`src/rtl/hazard_scoreboard.sv`:
```
// Producer-side hazard tracker. It records the destinations of issued instructions and drives
// the ID-stage stall for load-use, early-branch and HI/LO hazards.
module hazard_scoreboard #(
    parameter int MULT_LAT = 4,
    parameter int CNT_W    = 16
) (
    input  logic             clk,
    input  logic             rst,
    input  logic             id_valid,
    input  logic             id_flush,
    input  logic [4:0]       id_rs,
    input  logic [4:0]       id_rt,
    input  logic             id_uses_rs,
    input  logic             id_uses_rt,
    input  logic             id_is_branch,
    input  logic             id_reg_write,
    input  logic [4:0]       id_dest,
    input  logic             id_is_load,
    input  logic             id_is_muldiv,
    input  logic             id_reads_hilo,
    output logic             stall,
    output logic [1:0]       stall_cause,
    output logic [31:0]      pending_mask,
    output logic [CNT_W-1:0] stall_count
);

    localparam int HW = $clog2(MULT_LAT + 1);

    localparam logic [1:0] CAUSE_NONE   = 2'b00;
    localparam logic [1:0] CAUSE_LOAD   = 2'b01;
    localparam logic [1:0] CAUSE_BRANCH = 2'b10;
    localparam logic [1:0] CAUSE_HILO   = 2'b11;

    logic [1:0]    ex_cnt [1:31];
    logic [1:0]    id_cnt [1:31];
    logic [HW-1:0] hilo_cnt;

    logic [31:0] ex_busy;
    logic [31:0] id_busy;
    logic        active;
    logic        issue;
    logic        rs_hit;
    logic        rt_hit;
    logic        hilo_busy;
    logic        haz_hilo;
    logic        haz_branch;
    logic        haz_load;

    always_comb begin
        ex_busy = '0;
        id_busy = '0;
        for (int r = 1; r < 32; r++) begin
            ex_busy[r] = (ex_cnt[r] != 2'd0);
            id_busy[r] = (id_cnt[r] != 2'd0);
        end
    end

    assign pending_mask = ex_busy | id_busy;

    // HI/LO becomes readable MULT_LAT cycles after the mult/div sat in ID, so the
    // final count value of 1 no longer blocks a reader.
    assign hilo_busy  = (hilo_cnt > HW'(1));

    assign active     = id_valid & ~id_flush;
    assign rs_hit     = id_uses_rs & (id_rs != 5'd0);
    assign rt_hit     = id_uses_rt & (id_rt != 5'd0);
    assign haz_hilo   = active & (id_reads_hilo | id_is_muldiv) & hilo_busy;
    assign haz_branch = active & id_is_branch
                      & ((rs_hit & id_busy[id_rs]) | (rt_hit & id_busy[id_rt]));
    assign haz_load   = active & ~id_is_branch
                      & ((rs_hit & ex_busy[id_rs]) | (rt_hit & ex_busy[id_rt]));

    always_comb begin
        stall_cause = CAUSE_NONE;
        if (haz_hilo) begin
            stall_cause = CAUSE_HILO;
        end else if (haz_branch) begin
            stall_cause = CAUSE_BRANCH;
        end else if (haz_load) begin
            stall_cause = CAUSE_LOAD;
        end
    end

    assign stall = (stall_cause != CAUSE_NONE);
    assign issue = active & ~stall;

    always_ff @(posedge clk) begin
        if (rst) begin
            for (int r = 1; r < 32; r++) begin
                ex_cnt[r] <= 2'd0;
                id_cnt[r] <= 2'd0;
            end
            hilo_cnt    <= '0;
            stall_count <= '0;
        end else begin
            // Age every entry first; a same-edge issue to the same register overrides it.
            for (int r = 1; r < 32; r++) begin
                if (issue && id_reg_write && (id_dest == 5'(r))) begin
                    ex_cnt[r] <= id_is_load ? 2'd1 : 2'd0;
                    id_cnt[r] <= 2'd2;
                end else begin
                    ex_cnt[r] <= (ex_cnt[r] != 2'd0) ? ex_cnt[r] - 2'd1 : 2'd0;
                    id_cnt[r] <= (id_cnt[r] != 2'd0) ? id_cnt[r] - 2'd1 : 2'd0;
                end
            end

            if (issue && id_is_muldiv) begin
                hilo_cnt <= HW'(MULT_LAT);
            end else if (hilo_cnt != '0) begin
                hilo_cnt <= hilo_cnt - HW'(1);
            end

            if (stall && (stall_count != {CNT_W{1'b1}})) begin
                stall_count <= stall_count + CNT_W'(1);
            end
        end
    end

endmodule

```
`config.mk`:
```
export PLATFORM = sky130hd
export DESIGN_NAME = hazard_scoreboard
export DESIGN_NICKNAME = d
export VERILOG_FILES = /design/src/rtl/hazard_scoreboard.sv
export SDC_FILE = /design/constraint.sdc
export NUM_CORES = 1
export LEC_CHECK = 0
export ABC_AREA = 1
export BUFFER_PORTS_ARGS = -buffer_cell sky130_fd_sc_hd__buf_4
export CAP_MARGIN = 20
export CORE_UTILIZATION = 60
export CTS_CLUSTER_DIAMETER = 50
export DETAILED_ROUTE_END_ITERATION = 7
export GPL_TIMING_DRIVEN = 0
export HOLD_SLACK_MARGIN = 0.08
export PLACE_DENSITY = 0.8
export SYNTH_ARGS = -nofsm -noshare
export SYNTH_HDL_FRONTEND = slang
export SYNTH_SLANG_ARGS = --single-unit
```
`constraint.sdc`:
```
create_clock -name clk -period 2.6 [get_ports clk]
set_input_delay 0.13 -clock clk [delete_from_list [all_inputs] [get_ports clk]]
set_output_delay 0.13 -clock clk [all_outputs]
set_load 0.1 [all_outputs]
```
==> results of run 1 <==
cell usage after synthesis (all sizes together):
cell type	n
o211ai	8
or2	33
nand4	65
xnor2	4
inv	174
o21ai	15
conb	2
ha	66
xor2	10
nor2	161
nor3	16
nor4	1
o41ai	1
nand2	355
clkbuf	18
dfxtp	19
buf	35
edfxtp	124
a21oi	58
nand3	117
power groups by stage:
stage | sequential [mW] | clock, mW | combinational [mW]
6_report | 2.74 | 2.48 | 1.92
4_1_cts | 2.73 | 2.48 | 1.67
3_5_place_dp | 2.78 | 0 | 1.63
2_1_floorplan | 2.81 | 0 | 1.22
5_1_grt | 2.76 | 2.58 | 2.06
3_3_place_gp | 2.77 | 0 | 1.61
kinds of logic (layout without fill, tap and decap cells):
kind of cell    after synthesis  count (layout)  share of synthesized area
simple gates                748             748                      0.360
buf+inv                     227             354                     0.0964
flops                       143             143                      0.397
compound gates               82              82                     0.0540
fa+ha+maj                    66              66                     0.0799
xor+xnor                     14              14                     0.0119
other cells                   2             125                   0.000726
metal layers:
metal,global-route usage,vias to the layer above
met3,0.0548,71
met5,0,-
met1,0.436,4343
li1,-,4537
met4,0.143,0
met2,0.521,428
cell type report:
class	count	area (µm²)
multi-input combinational	1035	6140
sequential	143	4110
fill	1188	3760
timing repair buffer	96	811
inverter	174	658
clock buffer	19	433
buffer	53	368
tap	220	275
clock inverter	12	145
worst max-delay path, stage by stage (launching register included):
cell and delay, ns:
edfxtp_1 0.40, inv_2 0.10, ha_4 0.16, inv_2 0.08, a21oi_2 0.13, o21ai_1 0.07
nand3_1 0.08, nand3_1 0.10, nand2_1 0.07, nand2_1 0.07, nand2_2 0.08, nand2_4 0.07
nand2_4 0.06, nand2_4 0.06, nor2_4 0.12, buf_12 0.17, clkbuf_16 0.18, nand4_4 0.11
nand3_2 0.12, nand2_2 0.07
stage by stage:
step / area [µm²] / setup WS, ns / hold WS (ns)
2_1_floorplan: 10800 / 0.00531 / 0.295
3_3_place_gp: 11600 / -0.0519 / 0.414
3_5_place_dp: 11600 / -0.107 / 0.432
4_1_cts: 12200 / 0.00855 / 0.250
5_1_grt: 12900 / -0.0575 / 0.266
6_report: 12900 / 0.0502 / 0.260
path summary, 6_finish.rpt:
path	end	slack, ns	cells past startpoint
setup / recovery	ex_cnt[0][20]	0.05	19
hold / removal	ex_cnt[0][2]	0.26	5
setup reg to reg	ex_cnt[0][20]	0.05	19
hold reg to reg	stall_count[9]	0.50	2
state kept, by name, summed over array words and instances, names as in the netlist:
register     count
ex_cnt          62
id_cnt          62
hilo_cnt         3
stall_count     16
timing repair:
item,in CTS,in global routing
hold buffers,1,0
setup endpoints to repair,118,138
hold endpoints to repair,3,0
pin swaps,2,25
cloned,0,4
buffers inserted,2,18
gates resized for setup,7,129
==> run_results.csv, run 1 <==
group,metric,value,unit
run_status,status,"complete, no violations",
power_and_ir_drop,peakVddDrop,0.480,mV
run,cap_violations,0,
clocking,cts_sinks,143,
power_and_ir_drop,p_sw,2.35,mW
final_layout,diodes,0,
clocking,clk_pin_slew,0.06,ns
sta,setup_viol,0,
final_layout,layout-drive-gt1-share,0.244,
route,via_count,9379,
route,wl_met1,12200,µm
place,dp_hpwl,20800,µm
floorplanning,ios,77,
critical_path,cp-end-kind,"flip-flop",
route,post_drt_wl_per_cell,16.9,µm
power_and_ir_drop,sw_frac_of_total,0.329,
route,drt_iter0_drc,1052,
sta,relSlewSlack,0.260,
floorplanning,core_area,16700,µm²
route,wl_met2,13700,µm
global_route,grt_antenna_before_repair,0,
critical_path,reg2reg_from,"ex_cnt[0][28]",
final_layout,area_growth,25.1,%
sta,finalCritPeriodShare,0.981,
sta,maxSlewViolCount,0,
synthesis,yosysWarnings,0,
critical_path,startpoint_type,"flip-flop",
critical_path,cp_max_fo,7,
global_route,grt_first_pass_wirelength,44100,µm
min_path,hold_start,"id_is_load",
synthesis,synth.top_cell.area_share,0.360,
power_and_ir_drop,pwr-share-comb,0.269,
clocking,clock_path_buffers,2,
final_layout,final_core_util,0.775,
critical_path,crit_type,"reg2reg",
route,via_per_inst,5.35,
place,gp_congestion,0.983,
power_and_ir_drop,design_power_total,7.14,mW
clocking,cts-root-buf,"clkbuf_16",
critical_path,crit_path_start,"ex_cnt[0][28]",
clocking,cts_made_buffers,17,
sta,grt_setup_unrepaired,"yes",
power_and_ir_drop,p_int,4.79,mW
global_route,grt.total_usage,0.326,
global_route,grt_max_degree,17,
route,firstDrtPassIters,5,
synthesis,syn_avg_cell_area,8.07,µm²
sta,worst_pin_slew,1.11,ns
power_and_ir_drop,p_seq_frac,0.384,
power_and_ir_drop,powerDensity,552,nW/µm²
power_and_ir_drop,power_leakage,5.78,nW
sta,post-route-min-period,2.55,ns
synthesis,synth_area_leaders,"edfxtp_1, nand2_1, ha_1",
floorplanning,initial_core_util,0.619,
route,wirelength,29600,µm
synthesis,syn-cell-area,10300,µm²
place,dp.cells,1696,
place,io_buffers,71,
floorplanning,die_w,133,µm
clocking,cts_tree,"built",
route,ant_nets,0,
floorplanning,die_h,133,µm
global_route,grt_overflow_total,0,
critical_path,arrival,2.73,ns
clocking,cts_max_level,4,
final_layout,stdcell_count,1752,
floorplanning,fp-row-count,47,
sta,fin_skew,0.00803,ns
floorplanning,dieArea,17800,µm²
global_route,first_global_vias,8558,
synthesis,seq_area_frac_synth,0.397,
final_layout,layout_commonest_cell,"nand2_1",
power_and_ir_drop,p_clk_frac,0.347,
synthesis,synth_cells,1282,
route,highest_layer,"met4",
clocking,clk_latency,0.43,ns
sta,timing.fmax,0.392,GHz
route,met3_length,2480,µm
min_path,hold_path_class,"in2reg",
route,route.detailed.drc,0,
synthesis,synth_cell_types,34,
final_layout,nets,1612,
critical_path,critPathRequiredTime,2.78,ns
sta,hold_viol,0,
synthesis,yosysTopAreaCell,"edfxtp_1",
synthesis,ys_seq_elements,143,
sta,setup_tns,0,ns
final_layout,layout_common_cells,"nand2_1, inv_1, nor2_1",
(Power assumes the default switching activity.)
==> run 2: changes to the inputs <==
- ABC_AREA: 1 -> unset
==> run 2 against run 1 <==
  * The run now ends with design-rule violations, max-capacitance violations, max-slew violations, negative setup slack left
  * Non-clock buffer count up 13
  * First-iteration DRC count up 41%
  * Synthesized cell count down 35%
  * Core utilization up 13 points
  * Sequential cell count unchanged
  * Clock-buffer cell count up 6
  * Worst hold slack worse by 0.071 ns
  * Total power up 5.4%
  * Final cell count down 27%
  * Highest routed layer unchanged
==> run_results.csv, run 2 <==
group,metric,value,unit
run_status,status,"finished with violations",
run_status,violations,"design-rule violations, max-capacitance violations, max-slew violations, negative setup slack",
synthesis,synth_area_leaders,"edfxtp_1, ha_1, mux4_2",
synthesis,ys_async_sr_fraction,0,
critical_path,slowest_delay,0.47,ns
sta,timing.fmax,0.307,GHz
final_layout,stdcell_count,1285,
critical_path,crit_buf_inv,5,
critical_path,critPathRequiredTime,2.47,ns
place,dp.cells,1208,
synthesis,synthAdderAreaFrac,0.0922,
clocking,cts_tree,"built",
global_route,grt_overflow_total,0,
floorplanning,die_h,124,µm
route,route.detailed.drc,18,
clocking,cts_sinks,143,
synthesis,synth-xor-area-share,0.000978,
sta,finalCritPeriodShare,1.25,
final_layout,postLayoutCellArea,13100,µm²
route,post_drt_wl_per_cell,27.5,µm
final_layout,diodes,0,
floorplanning,ios,77,
floorplanning,die_w,124,µm
final_layout,layout_commonest_cell,"conb_1",
place,dp_hpwl,17400,µm
critical_path,cp_max_fo,5,
critical_path,cpMaxStageDelayCell,"mux4_2",
synthesis,syn_avg_cell_area,10.8,µm²
power_and_ir_drop,power_leakage,5.10,nW
global_route,first_global_vias,7904,
synthesis,synth_cells,830,
critical_path,crit_type,"reg2out",
route,via_count,8900,
global_route,grt_max_degree,17,
sta,relSlewSlack,-0.0420,
place,gp_congestion,0.936,
floorplanning,fp-row-count,44,
synthesis,synth_edf_count,124,
synthesis,yosys.cell_count.top_type,"edfxtp_1",
min_path,hold_path_class,"in2reg",
route,drt_iter0_drc,1480,
synthesis,yosysWarnings,0,
sta,fin_skew,0.0207,ns
clocking,cts_max_level,4,
sta,hold_viol,0,
place,io_buffers,70,
clocking,clk_latency,0.45,ns
synthesis,synth_cell_types,53,
critical_path,crit_family,"multiplexers",
global_route,grt.total_usage,0.371,
clocking,clock_path_buffers,2,
sta,worst_pin_slew,1.56,ns
synthesis,synth_top_family_by_area,"simple AND/OR/NAND/NOR gates",
global_route,grt_antenna_before_repair,1,
sta,maxSlewViolCount,33,
synthesis,synthSimpleGateAreaFrac,0.210,
critical_path,startpoint_type,"flip-flop",
final_layout,area_growth,46.8,%
sta,setup_ws,-0.660,ns
clocking,cts_made_buffers,17,
global_route,grt_first_pass_wirelength,41500,µm
clocking,clk_pin_slew,0.06,ns
run,cap_violations,3,
power_and_ir_drop,powerDensity,572,nW/µm²
synthesis,synth.top_cell.area_share,0.416,
sta,setup_tns,-70.45,ns
floorplanning,core_area,14500,µm²
clocking,cts-root-buf,"clkbuf_16",
floorplanning,initial_core_util,0.616,
critical_path,cp_cell_sequence,"inv_1 -> ha_4 -> mux4_2 -> mux2i_2 -> a221oi_2 -> nor4_2 -> a221oi_2 -> and2_4 -> buf_12 -> buf_12 -> clkinvlp_4 -> buf_12",
critical_path,path_common_cell,"buf_12",
synthesis,yosysTopAreaCell,"edfxtp_1",
sta,fin_hold_ws,0.189,ns
final_layout,layout_common_cells,"conb_1, edfxtp_1, buf_4",
synthesis,synth-compound-area-share,0.0560,
route,ant_nets,0,
synthesis,synth.cells.most_frequent,"edfxtp_1, nand2_1, inv_1",
sta,setup_viol,146,
critical_path,cp-end-kind,"output pin",
route,firstDrtPassIters,8,
synthesis,ys_seq_elements,143,
final_layout,fill_cells,502,
synthesis,synthMuxAreaShare,0.129,
synthesis,syn-cell-area,8950,µm²
final_layout,layout-drive-gt1-share,0.391,
final_layout,nets,1180,
critical_path,arrival,3.13,ns
floorplanning,dieArea,15400,µm²
sta,grt_setup_unrepaired,"yes",
synthesis,synthFlopType,"edfxtp_1",
route,via_per_inst,6.93,
place,place_area,10300,µm²
power_and_ir_drop,peakVddDrop,0.553,mV
final_layout,reg.largest.list,"ex_cnt (62), id_cnt (62), stall_count (16)",
synthesis,seq_area_frac_synth,0.458,
sta,post-route-min-period,3.26,ns
route,wirelength,35400,µm
run 2: cell count changes after synthesis, sizes merged, moves of 28 or more:
| cell | change |
|---|---|
| or2 | -33 |
| nor4b | +31 |
| nor2 | -107 |
| mux4 | +28 |
| nand2 | -279 |
| inv | -104 |
| nand2b | +38 |
| nand3 | -79 |
| nand4 | -59 |
| nor4 | +32 |
| mux2i | +43 |
| and3 | +34 |
run 2: final cells by class:
class                      instances  area (µm²)  share of cell area
clock buffer                      25         494              0.0376
tap                              184         230              0.0175
clock inverter                     7        36.3             0.00276
inverter                          70         269              0.0205
timing repair buffer             116        1050              0.0797
buffer                            46         323              0.0246
multi-input combinational        694        6640               0.505
sequential                       143        4110               0.312
run 2: metal layers:
layer,global-route usage,wire length [µm],up-vias
met4,0.175,2980,0
met2,0.613,16200,899
met3,0.0897,4530,300
li1,-,-,3455
met1,0.458,11700,4246
met5,0,0,-
run 2: worst min-delay path, cell delays in order:
cell and delay (ns):
buf_4 0.08, nor2b_1 0.16, nand3_4 0.15, a21oi_2 0.05
run 2: cell families (layout without fill, tap and decap cells):
kind of cell,count (synthesis),count (layout)
mux,79,79
simple gates,346,346
compound gates,77,77
xor+xnor,1,1
fa+ha+maj,66,66
flops,143,143
buf+inv,116,264
other cells,2,125
run 2: worst paths after layout:
kind	cells after the start	startpoint	endpoint	slack, ns
setup / recovery	12	ex_cnt[0][31]	stall	-0.66
hold / removal	4	id_flush	hilo_cnt[2]	0.19
setup reg to reg	13	ex_cnt[0][31]	id_cnt[0][32]	-0.64
hold reg to reg	2	stall_count[8]	stall_count[8]	0.52
run 2: metrics by stage:
step	total power, mW	util	worst slack [ns]
after CTS	6.84	0.827	-0.472
final	7.52	0.905	-0.660
after floorplan	3.83	-	-0.246
after detailed placement	4.22	0.707	-0.771
after global placement	4.18	0.707	-0.718
after global routing	7.64	0.905	-0.725
run 2: power by group:
part / total, mW / switching (mW) / internal, mW / leakage (nW)
logic: 2.43 / 1.46 / 0.964 / 3.39
clock network: 2.32 / 1.01 / 1.31 / 0.276
registers: 2.78 / 0.119 / 2.66 / 1.43
total: 7.52 / 2.58 / 4.93 / 5.10
run 2: timing repair:
action                                 4_1_cts  5_1_grt
resized for setup                          175      177
setup endpoints to repair                  146      146
pin swaps                                   18       27
cloned                                       3        2
setup buffers                               23       14
endpoints found under the hold margin        3        0
hold buffers                                 1        0
